<file path="config.mk">
export PLATFORM = sky130hd
export DESIGN_NAME = svn_seg_scan
export DESIGN_NICKNAME = d
export VERILOG_FILES = /design/src/rtl/svn_seg_scan.sv
export SDC_FILE = /design/constraint.sdc
export NUM_CORES = 1
export LEC_CHECK = 0
export ABC_AREA = 1
export CAP_MARGIN = 20
export CORE_ASPECT_RATIO = 1.5
export CORE_MARGIN = 1.5
export CORE_UTILIZATION = 60
export DETAILED_ROUTE_END_ITERATION = 10
export PLACE_DENSITY_LB_ADDON = 0.3
export SYNTH_ARGS = -nofsm -noshare
export SYNTH_HDL_FRONTEND = slang
export SYNTH_SLANG_ARGS = --single-unit
</file>
<file path="constraint.sdc">
create_clock -name i_clk -period 4.3 [get_ports i_clk]
set_input_delay 1.29 -clock i_clk [delete_from_list [all_inputs] [get_ports i_clk]]
set_output_delay 1.29 -clock i_clk [all_outputs]
set_load 0.01 [all_outputs]
</file>
<file path="src/rtl/svn_seg_scan.sv">
// rtl/svn_seg_scan.sv - scan controller for a multiplexed common-anode seven-segment display
module svn_seg_scan #(
    parameter int NDIG  = 4,
    parameter int DWELL = 1000,
    parameter int GUARD = 2
) (
    input  logic              i_clk,
    input  logic              i_rst,
    input  logic [4*NDIG-1:0] i_digits,
    input  logic              i_load,
    input  logic              i_lzb,
    output logic [3:0]        o_d,
    output logic [NDIG-1:0]   o_an,
    output logic              o_pending,
    output logic              o_frame
);
    localparam int MAXC = (DWELL > GUARD) ? DWELL : GUARD;
    localparam int CW   = (MAXC > 1) ? $clog2(MAXC) : 1;
    localparam int IW   = (NDIG > 1) ? $clog2(NDIG) : 1;
    localparam logic [CW-1:0] C_DWELL = CW'(DWELL - 1);
    localparam logic [CW-1:0] C_GUARD = CW'(GUARD - 1);
    localparam logic [IW-1:0] C_LAST  = IW'(NDIG - 1);

    typedef enum logic {S_GUARD, S_DRIVE} state_t;

    state_t              r_state;
    logic [4*NDIG-1:0]   r_pend;
    logic [4*NDIG-1:0]   r_disp;
    logic [IW-1:0]       r_idx;
    logic [CW-1:0]       r_cnt;
    logic [3:0]          r_d;
    logic [NDIG-1:0]     r_an;
    logic                r_pending;
    logic                r_frame;

    state_t              w_state_nxt;
    logic [4*NDIG-1:0]   w_pend_nxt;
    logic [4*NDIG-1:0]   w_disp_nxt;
    logic [IW-1:0]       w_idx_nxt;
    logic [CW-1:0]       w_cnt_nxt;
    logic [3:0]          w_d_nxt;
    logic [NDIG-1:0]     w_an_nxt;
    logic                w_pending_nxt;
    logic                w_wrap;
    logic [NDIG-1:0]     w_blank;

    // Digit k>0 is blanked when it and every more significant nibble are zero.
    always_comb begin
        w_blank = '0;
        for (int k = 1; k < NDIG; k++) begin
            w_blank[k] = i_lzb && ((r_disp >> (4 * k)) == '0);
        end
    end

    always_comb begin
        w_state_nxt   = r_state;
        w_pend_nxt    = r_pend;
        w_disp_nxt    = r_disp;
        w_idx_nxt     = r_idx;
        w_cnt_nxt     = r_cnt - 1'b1;
        w_d_nxt       = r_d;
        w_an_nxt      = '1;
        w_pending_nxt = r_pending;
        w_wrap        = 1'b0;

        if (i_load) begin
            w_pend_nxt    = i_digits;
            w_pending_nxt = 1'b1;
        end

        case (r_state)
            S_GUARD: begin
                if (r_cnt == '0) begin
                    w_state_nxt = S_DRIVE;
                    w_cnt_nxt   = C_DWELL;
                    if (!w_blank[r_idx]) w_an_nxt[r_idx] = 1'b0;
                end
            end
            S_DRIVE: begin
                if (r_cnt == '0) begin
                    w_state_nxt = S_GUARD;
                    w_cnt_nxt   = C_GUARD;
                    w_idx_nxt   = (r_idx == C_LAST) ? '0 : r_idx + 1'b1;
                    if (r_idx == C_LAST) begin
                        // Frame boundary: a LOAD in this very cycle bypasses the pending slot.
                        w_wrap = 1'b1;
                        if (i_load) begin
                            w_disp_nxt    = i_digits;
                            w_pending_nxt = 1'b0;
                        end else if (r_pending) begin
                            w_disp_nxt    = r_pend;
                            w_pending_nxt = 1'b0;
                        end
                    end
                    w_d_nxt = w_disp_nxt[4*w_idx_nxt +: 4];
                end else if (!w_blank[r_idx]) begin
                    w_an_nxt[r_idx] = 1'b0;
                end
            end
            default: w_state_nxt = S_GUARD;
        endcase
    end

    always_ff @(posedge i_clk or posedge i_rst) begin
        if (i_rst) begin
            r_state   <= S_GUARD;
            r_pend    <= '0;
            r_disp    <= '0;
            r_idx     <= '0;
            r_cnt     <= C_GUARD;
            r_d       <= '0;
            r_an      <= '1;
            r_pending <= 1'b0;
            r_frame   <= 1'b0;
        end else begin
            r_state   <= w_state_nxt;
            r_pend    <= w_pend_nxt;
            r_disp    <= w_disp_nxt;
            r_idx     <= w_idx_nxt;
            r_cnt     <= w_cnt_nxt;
            r_d       <= w_d_nxt;
            r_an      <= w_an_nxt;
            r_pending <= w_pending_nxt;
            r_frame   <= w_wrap;
        end
    end

    assign o_d       = r_d;
    assign o_an      = r_an;
    assign o_pending = r_pending;
    assign o_frame   = r_frame;
endmodule

</file>
; ---- Word level (Yosys, flattened, before mapping)
; Cells that the tools add are included.
[totals]
n_memories = 0
romBits = 0
output_inout_bits = 10
mem_bits_rw = 0
latchBits = 0
reg_bits = 55
[classes]
n_lt_le_gt_ge = 2
eq_ne = 1
n_mux = 29
n_reduce_logical = 9
n_div = 0
n_mul = 0
addsub = 2
n_bitwise = 2
n_shift = 1
[op_table]
columns = op, n
row1 = $mux W16, 5
row2 = $logic_not A16 Y1, 3
row3 = $mux W10, 2
row4 = $pmux W10 S2, 1
row5 = $shiftx A16 B5 Y4, 1
row6 = $mux W1, 13
row7 = $mux W4, 3
row8 = $logic_not A10 Y1, 1
row9 = $sub A10 B1 Y10 const B, 1
row10 = $pmux W4 S2, 1
row11 = $logic_and A1 B1 Y1, 4
row12 = $not A4 Y4, 1
row13 = $lt A2 B3 Y1 const B, 1
row14 = $add A2 B1 Y2 const B, 1
row15 = $bmux W1 S2, 1
row16 = $demux W1 S2, 1
row17 = $eq A2 B2 Y1 const B, 1
row18 = $ge A2 B1 Y1 const B, 1
row19 = $mux W2, 1
row20 = $pmux W1 S2, 1
row21 = $reduce_and A2 Y1, 1
row22 = $not A1 Y1, 1

; ---- Longest topological paths before layout
; Gate-level depths: netlist of run 1.
[logic_depth]
depth_word = 8
mapped_depth = 13
depth_no_buf = 12

; ---- Worst setup path before layout of run 1
; No wires, ideal clock.
[synth_path]
path_type = input to register
from = in i_load
to = reg r_d[1], in the netlist o_d[1]
n_path_buf = 2
setup_ns = 0.117
path_stages = 10
setup_slack_ns = 2.230
arrival_time_ns = 1.953
path_cell_list = buf_6 buf_12 nand2_2 nand2_1 nand3_2 nand3_1 nand2_1 nand2_1 nand2_1 nand2_1
[synth_via]
elab_chain_cells = 5
[synth_rtl]
columns = element, line_no
row1 = from (decl), 10  ; input logic i_load,
row2 = $mux W16, 87  ; if (i_load) begin
row3 = $mux W16, 84  ; if (r_idx == C_LAST) begin
row4 = $mux W16, 80  ; if (r_cnt == '0) begin
row5 = $mux W16, 71  ; case (r_state)
row6 = $shiftx A16 B5 Y4, 95  ; w_d_nxt = w_disp_nxt[4*w_idx_nxt +: 4];
row7 = to (signal assigned), 121  ; r_d <= w_d_nxt;
row8 = to (decl), 31  ; logic [3:0] r_d;
; No other way between the ends. The select of a mux whose other input is x is not followed.
; A chain may end at the register's enable or synchronous reset.

; ---- Worst setup path after layout of run 1
[layout_path]
from = reg r_pending, in the netlist o_pending
to = out o_pending
[layout_rtl]
columns = element, line_no
row1 = from (decl), 33  ; logic r_pending;
row2 = from (signal assigned), 123  ; r_pending <= w_pending_nxt;
row3 = to (decl), 14  ; output logic o_pending,
; No word-level cell between the ends.

==> results by group, run 1 <==
Worst setup path
  – Crit path kind: reg -> out
  – Largest stage delay, worst path: 0.62 ns
  – Worst path cell trace: clkdlybuf4s50_1
  – Worst path required time: 3.01 ns
  – Arrival @ worst endpoint: 1.50 ns
  – Critical Path Start Type: register
  – Crit path buf inv count: 1
  – Slowest-stage cell, CP: clkdlybuf4s50_1
  – Crit Path Max Fanout: 9
  – Worst setup EP type: output pin
  – Critical path's top delay family: buffers and inverters

Global routing
  – GRT overflow: 0
  – Vias in the first global route: 2,418
  – Global-route wire length before repair: 10,550 um
  – Largest net degree at the start of global routing: 56
  – GRT Overall Usage: 25.18%
  – Initial antenna violation count: 0

Yosys
  – List of most frequent post-synthesis cells: 133 x nand2_1, 50 x dfrtp_1, 39 x inv_1
  – #FFs+latches synth: 55
  – Post-Syn Area: 3030 um^2
  – Syn_area_per_cell: 7.975 um^2
  – Cells after synthesis: 380
  – Post-synth top flop: dfrtp_1
  – Yosys warnings: 0
  – Unique masters post-synth: 35
  – Number of synthesized flops with an enable pin: 0
  – Synth top area cells: dfrtp_1 41%, nand2_1 16%, inv_1 4.8%
  – Post-synthesis sequential area ratio: 45.62%
  – Synth top area share: 41.29%
  – Top-count cell post-synth: nand2_1
  – Syn Nets: 407
  – Share of flip-flops with an asynchronous set or reset: 100.0%
  – Leading area contributor after synthesis: dfrtp_1

STA
  – Endpoints failing hold: 0
  – Maximum clock rate: 0.3589 GHz
  – Slew Viols, Final: 0
  – Min Clock Period, post-route: 2.786 ns
  – Final Skew: 0.008233 ns
  – Endpoints failing setup: 0
  – TNS Setup: 0 ns
  – RSZ-0062 raised after global routing: no
  – Worst slew pin tran: 0.8853 ns
  – Relative slew slack: 40.98%
  – Final Cycle Share: 64.80%

Clock tree
  – Num CTS Buffers: 5
  – # H-tree levels: 2
  – Number of post-CTS setup repair buffers: 0
  – CTS Buffer Depth: 2
  – CTS tree: done
  – Resized cells post-CTS: 0
  – Clk slew on worst S/H paths: 0.09 ns
  – Root buf cell: clkbuf_8
  – Clock sink total: 55
  – Clk Latency, worst-skew pair: 0.31 ns
  – Hold_buf cts: 0

Floorplan
  – Height of the die: 90.04 um
  – Core box area: 4848 um^2
  – Row cnt: 31
  – Starting Density: 62.50%
  – DIE AREA: 5495 um^2
  – DIE WIDTH: 61.03 um
  – Ports: 30

Power and ir drop
  – Peak supply drop: 0.2120 mV
  – Leakage: 1.689 nW
  – Power per cell area: 259.1 nW/um^2

Final layout
  – Diodes inserted: 0
  – Fillers: 384
  – Layout Nets: 432
  – Post-Layout Cell Count: 472
  – Area grow syn2layout: 11.93%
  – Layout cells sized above 1: 11.82%

Status
  – Run status: completed

Place
  – Placed cells: 464
  – Routability cong.: 0.8820
  – DP HPWL: 4392 um
  – PortBufs: 29

Routing
  – DR iter-0 viols: 117
  – WL/cell: 12.79 um
  – DRC Markers: 0
  – Via density: 5.157
  – Post-DRT Antenna Nets: 0
  – Total number of vias: 2,434
  – WL final: 6039 um
  – DR pass1 iterations: 4

Job
  – Max-Cap Viols: 0

Worst hold path
  – Min-delay worst type: reg -> reg
==> layer usage <==
metal  track usage (%)  vias to the layer above  wire [um]
li1                  -                     1244          -
met1             29.34                     1126       2409
met2             42.73                       50       3273
met3             4.029                       14        179
met4             12.14                        0        176
met5                 0                        -          0
==> cell families (layout without fill, tap and decap cells) <==
group / Yosys count / count (layout) / share of synthesized area [%]
AND/OR/NAND/NOR: 215 / 215 / 32.82
buffers and inverters: 56 / 82 / 9.455
flip-flops: 55 / 55 / 45.62
AO/OA/AOI/OAI: 42 / 42 / 7.763
adder cells (fa/ha/maj): 7 / 7 / 2.890
XOR/XNOR: 5 / 5 / 1.445
==> per-stage QoR <==
stage	instance area (um^2)	worst slack, ns	util [%]	power, mW	hold slack [ns]
2_1_floorplan	3030	1.675	-	0.5878	0.4284
3_3_place_gp	3307	1.356	68.21	0.6099	0.4404
3_5_place_dp	3307	1.327	68.21	0.6119	0.4459
4_1_cts	3392	1.494	69.96	0.8840	0.4692
5_1_grt	3392	1.436	69.96	0.9193	0.4904
6_report	3392	1.514	69.96	0.8788	0.4620
==> power breakdown <==
part / switching (mW) / internal [mW]
Combinational: 0.0365 / 0.0279
Sequential: 0.00646 / 0.531
Clock: 0.163 / 0.114
==> placed cells by master (no fill, tap or decap), types with 2 or more instances in the layout <==
master,n
a31oi_1,8
o21ai_0,14
o21ai_1,5
inv_1,38
clkbuf_8,5
clkdlybuf4s50_1,29
dfrtp_1,50
nor3_1,2
nand3_2,5
nand2_4,6
nand2_1,133
xnor2_1,2
nand4_1,3
dfstp_2,5
ha_1,7
inv_4,2
a21oi_1,10
nor2_1,20
xor2_1,3
buf_4,3
nand3_1,29
nand2_2,12
==> final timing paths <==
check	end	from	depth (start not counted)	slack, ns
max in group asynchronous	r_disp[15]	i_rst	3	2.38
max reg2reg	o_d[0]	r_cnt[0]	12	1.75
min in group asynchronous	o_d[1]	i_rst	3	1.48
min reg2reg	r_cnt[0]	r_cnt[0]	1	0.46
max	o_pending	o_pending	1	1.51
min	r_cnt[0]	r_cnt[0]	1	0.46
==> registers in the layout (all words and copies together), names as in the netlist <==
signal,cells
r_state,1
r_disp,16
o_an,4
o_frame,1
r_idx,2
o_pending,1
r_cnt,10
o_d,4
r_pend,16
==> layout make-up <==
| type | count | area (um^2) | area share, % |
|---|---|---|---|
| flip-flops and latches | 55 | 1383 | 40.76 |
| multi-input cells | 269 | 1361 | 40.13 |
| repair buffers | 32 | 312.8 | 9.222 |
| inverters | 42 | 167.7 | 4.943 |
| well taps | 66 | 82.58 | 2.435 |
| clock buffers | 6 | 72.57 | 2.139 |
| clock inverters | 2 | 12.51 | 0.3689 |
No activity file was read; power rests on OpenSTA's default activity.
==> run 2: changes to the inputs <==
Settings changed: CORE_UTILIZATION 60 to 57.
Clock period 4.3 ns to 2.65 ns, I/O delays scaled along.
==> results by group, run 2 (synthesized netlist as in run 1, its figures left out) <==
Routing
  – WL final: 6239 um (+3.3%)
  – Via density: 5.142 (-0.28%)
  – DR pass1 iterations: 4 (unchanged)
  – DR iter-0 viols: 106 (-9.4%)
  – WL/cell: 13.05 um (+2.0%)
  – Post-DRT Antenna Nets: 0 (unchanged)
  – DRC Markers: 0 (unchanged)
  – Total number of vias: 2,458 (+0.99%)

Floorplan
  – Height of the die: 92.30 um (+2.5%)
  – DIE AREA: 5772 um^2 (+5.0%)
  – DIE WIDTH: 62.54 um (+2.5%)
  – Core box area: 5125 um^2 (+5.7%)
  – Ports: 30 (unchanged)
  – Row cnt: 32 (+3.2%)
  – Starting Density: 59.13% (-3.4 points)

Place
  – Post-Place Worst Slack: 0.3689 ns (-0.9578 ns)
  – Routability cong.: 0.8447 (-4.2%)
  – PortBufs: 29 (unchanged)
  – DP HPWL: 4517 um (+2.9%)

Power and ir drop
  – Leakage: 1.713 nW (+1.4%)
  – Power per cell area: 416.6 nW/um^2 (+61%)
  – Int Pwr: 1.095 mW (+63%)
  – Overall Power: 1.432 mW (+63%)
  – Seq pwr share: 60.8% (-0.3 points)
  – Peak supply drop: 0.3203 mV (+51%)
  – P_sw: 336.8 uW (+64%)
  – Clock power frac: 31.7% (+0.2 points)
  – Switching part of the total: 23.52% (+0.091 points)
  – Combinational Power Share: 7.5% (+0.2 points)

Worst setup path
  – Worst path cell trace: clkdlybuf4s50_1
  – Critical Path Start Type: register
  – Critical path's top delay family: flip-flops
  – Worst path required time: 1.86 ns (-1.15 ns)
  – Crit path buf inv count: 1 (unchanged)
  – Crit path kind: reg -> out
  – Worst setup EP type: output pin
  – Slowest-stage cell, CP: dfstp_2
  – Arrival @ worst endpoint: 1.38 ns (-0.12 ns)
  – Crit Path Max Fanout: 1 (-8)
  – Largest stage delay, worst path: 0.54 ns (-0.08 ns)

STA
  – Endpoints failing setup: 0 (unchanged)
  – Min Hold Slack: 0.4642 ns (+0.002181 ns)
  – Min Clock Period, post-route: 2.172 ns
  – Endpoints failing hold: 0 (unchanged)
  – Final Skew: 0.008715 ns (+0.0004812 ns)
  – Slew Viols, Final: 0 (unchanged)
  – PnR worst setup slack: 0.4780 ns (-1.036 ns)
  – Final Cycle Share: 81.96%
  – Maximum clock rate: 0.4604 GHz
  – RSZ-0062 raised after global routing: no
  – Worst slew pin tran: 0.4578 ns (-0.4275 ns)
  – TNS Setup: 0 ns (unchanged)
  – Relative slew slack: 69.45% (+28 points)

Clock tree
  – Clock sink total: 55 (unchanged)
  – # H-tree levels: 2 (unchanged)
  – Number of post-CTS setup repair buffers: 0 (unchanged)
  – CTS tree: done
  – Root buf cell: clkbuf_8
  – Clk Latency, worst-skew pair: 0.31 ns (about the same)
  – Hold_buf cts: 0 (unchanged)
  – Num CTS Buffers: 5 (unchanged)
  – Clk slew on worst S/H paths: 0.09 ns (about the same)
  – CTS Buffer Depth: 2 (unchanged)
  – Resized cells post-CTS: 0 (unchanged)

Global routing
  – Initial antenna violation count: 0 (unchanged)
  – GRT Overall Usage: 23.60% (-1.6 points)
  – Global-route wire length before repair: 10,780 um (+2.2%)
  – GRT overflow: 0 (unchanged)
  – Vias in the first global route: 2,359 (-2.4%)
  – Largest net degree at the start of global routing: 56 (unchanged)

Final layout
  – Area grow syn2layout: 13.42%
  – Layout Nets: 436 (+0.93%)
  – Diodes inserted: 0 (unchanged)
  – Layout cells sized above 1: 12.68% (+0.86 points)
  – Most frequent cells in the layout: 133 x nand2_1, 50 x dfrtp_1, 38 x inv_1
  – Top Registers: r_disp x16, r_pend x16, r_cnt x10
  – Commonest non-fill, non-tap cell in the layout: nand2_1

Status
  – Run status: completed

Job
  – Max-Cap Viols: 0 (unchanged)

Worst hold path
  – Min-delay worst type: reg -> reg
## run 2: cell count changes in the layout (fill, tap and decap cells not counted)
| cell | before | now |
|---|---|---|
| buf_4 | 3 | 6 |
| buf_12 | 0 | 1 |
## run 2: cell type report
cell class              count  area, um^2
multi-input cells         269        1361
clock buffers               6       72.57
flip-flops and latches     55        1383
inverters                  42       167.7
fillers                   456        1688
well taps                  68       85.08
clock inverters             2       12.51
repair buffers             36       355.3
## run 2: per-stage QoR
step | cell area [um^2] | cells | util (%)
final | 3437 | 478 | 67.07
after global routing | 3437 | 478 | 67.07
after CTS | 3437 | 478 | 67.07
after detailed placement | 3352 | 470 | 65.41
after global placement | 3352 | 470 | 65.41
after floorplan | 3030 | 380 | -
## run 2: worst paths after layout
path / cells past startpoint / slack (ns) / end / from
max: 1 / 0.48 / o_an[3] / o_an[3]
min: 1 / 0.46 / r_cnt[0] / r_cnt[0]
max reg2reg: 13 / 0.68 / o_d[0] / r_cnt[0]
min reg2reg: 1 / 0.46 / r_cnt[0] / r_cnt[0]
max in group asynchronous: 3 / 1.54 / o_an[3] / i_rst
min in group asynchronous: 3 / 0.84 / r_idx[1] / i_rst
## run 2: power by group through the flow
stage	registers [mW]	clock network [mW]	logic, mW
floorplan	0.885	0	0.0692
global placement	0.887	0	0.107
detailed placement	0.886	0	0.110
CTS	0.871	0.460	0.109
global route	0.874	0.493	0.122
finish	0.871	0.454	0.107
## run 2: per-layer routing
layer,up-vias,share of wire (%),global-route usage (%)
met1,1139,40,27.77
li1,1247,-,-
met3,17,3.6,3.888
met5,-,0,0
met4,0,3.7,11.48
met2,55,52,41.58
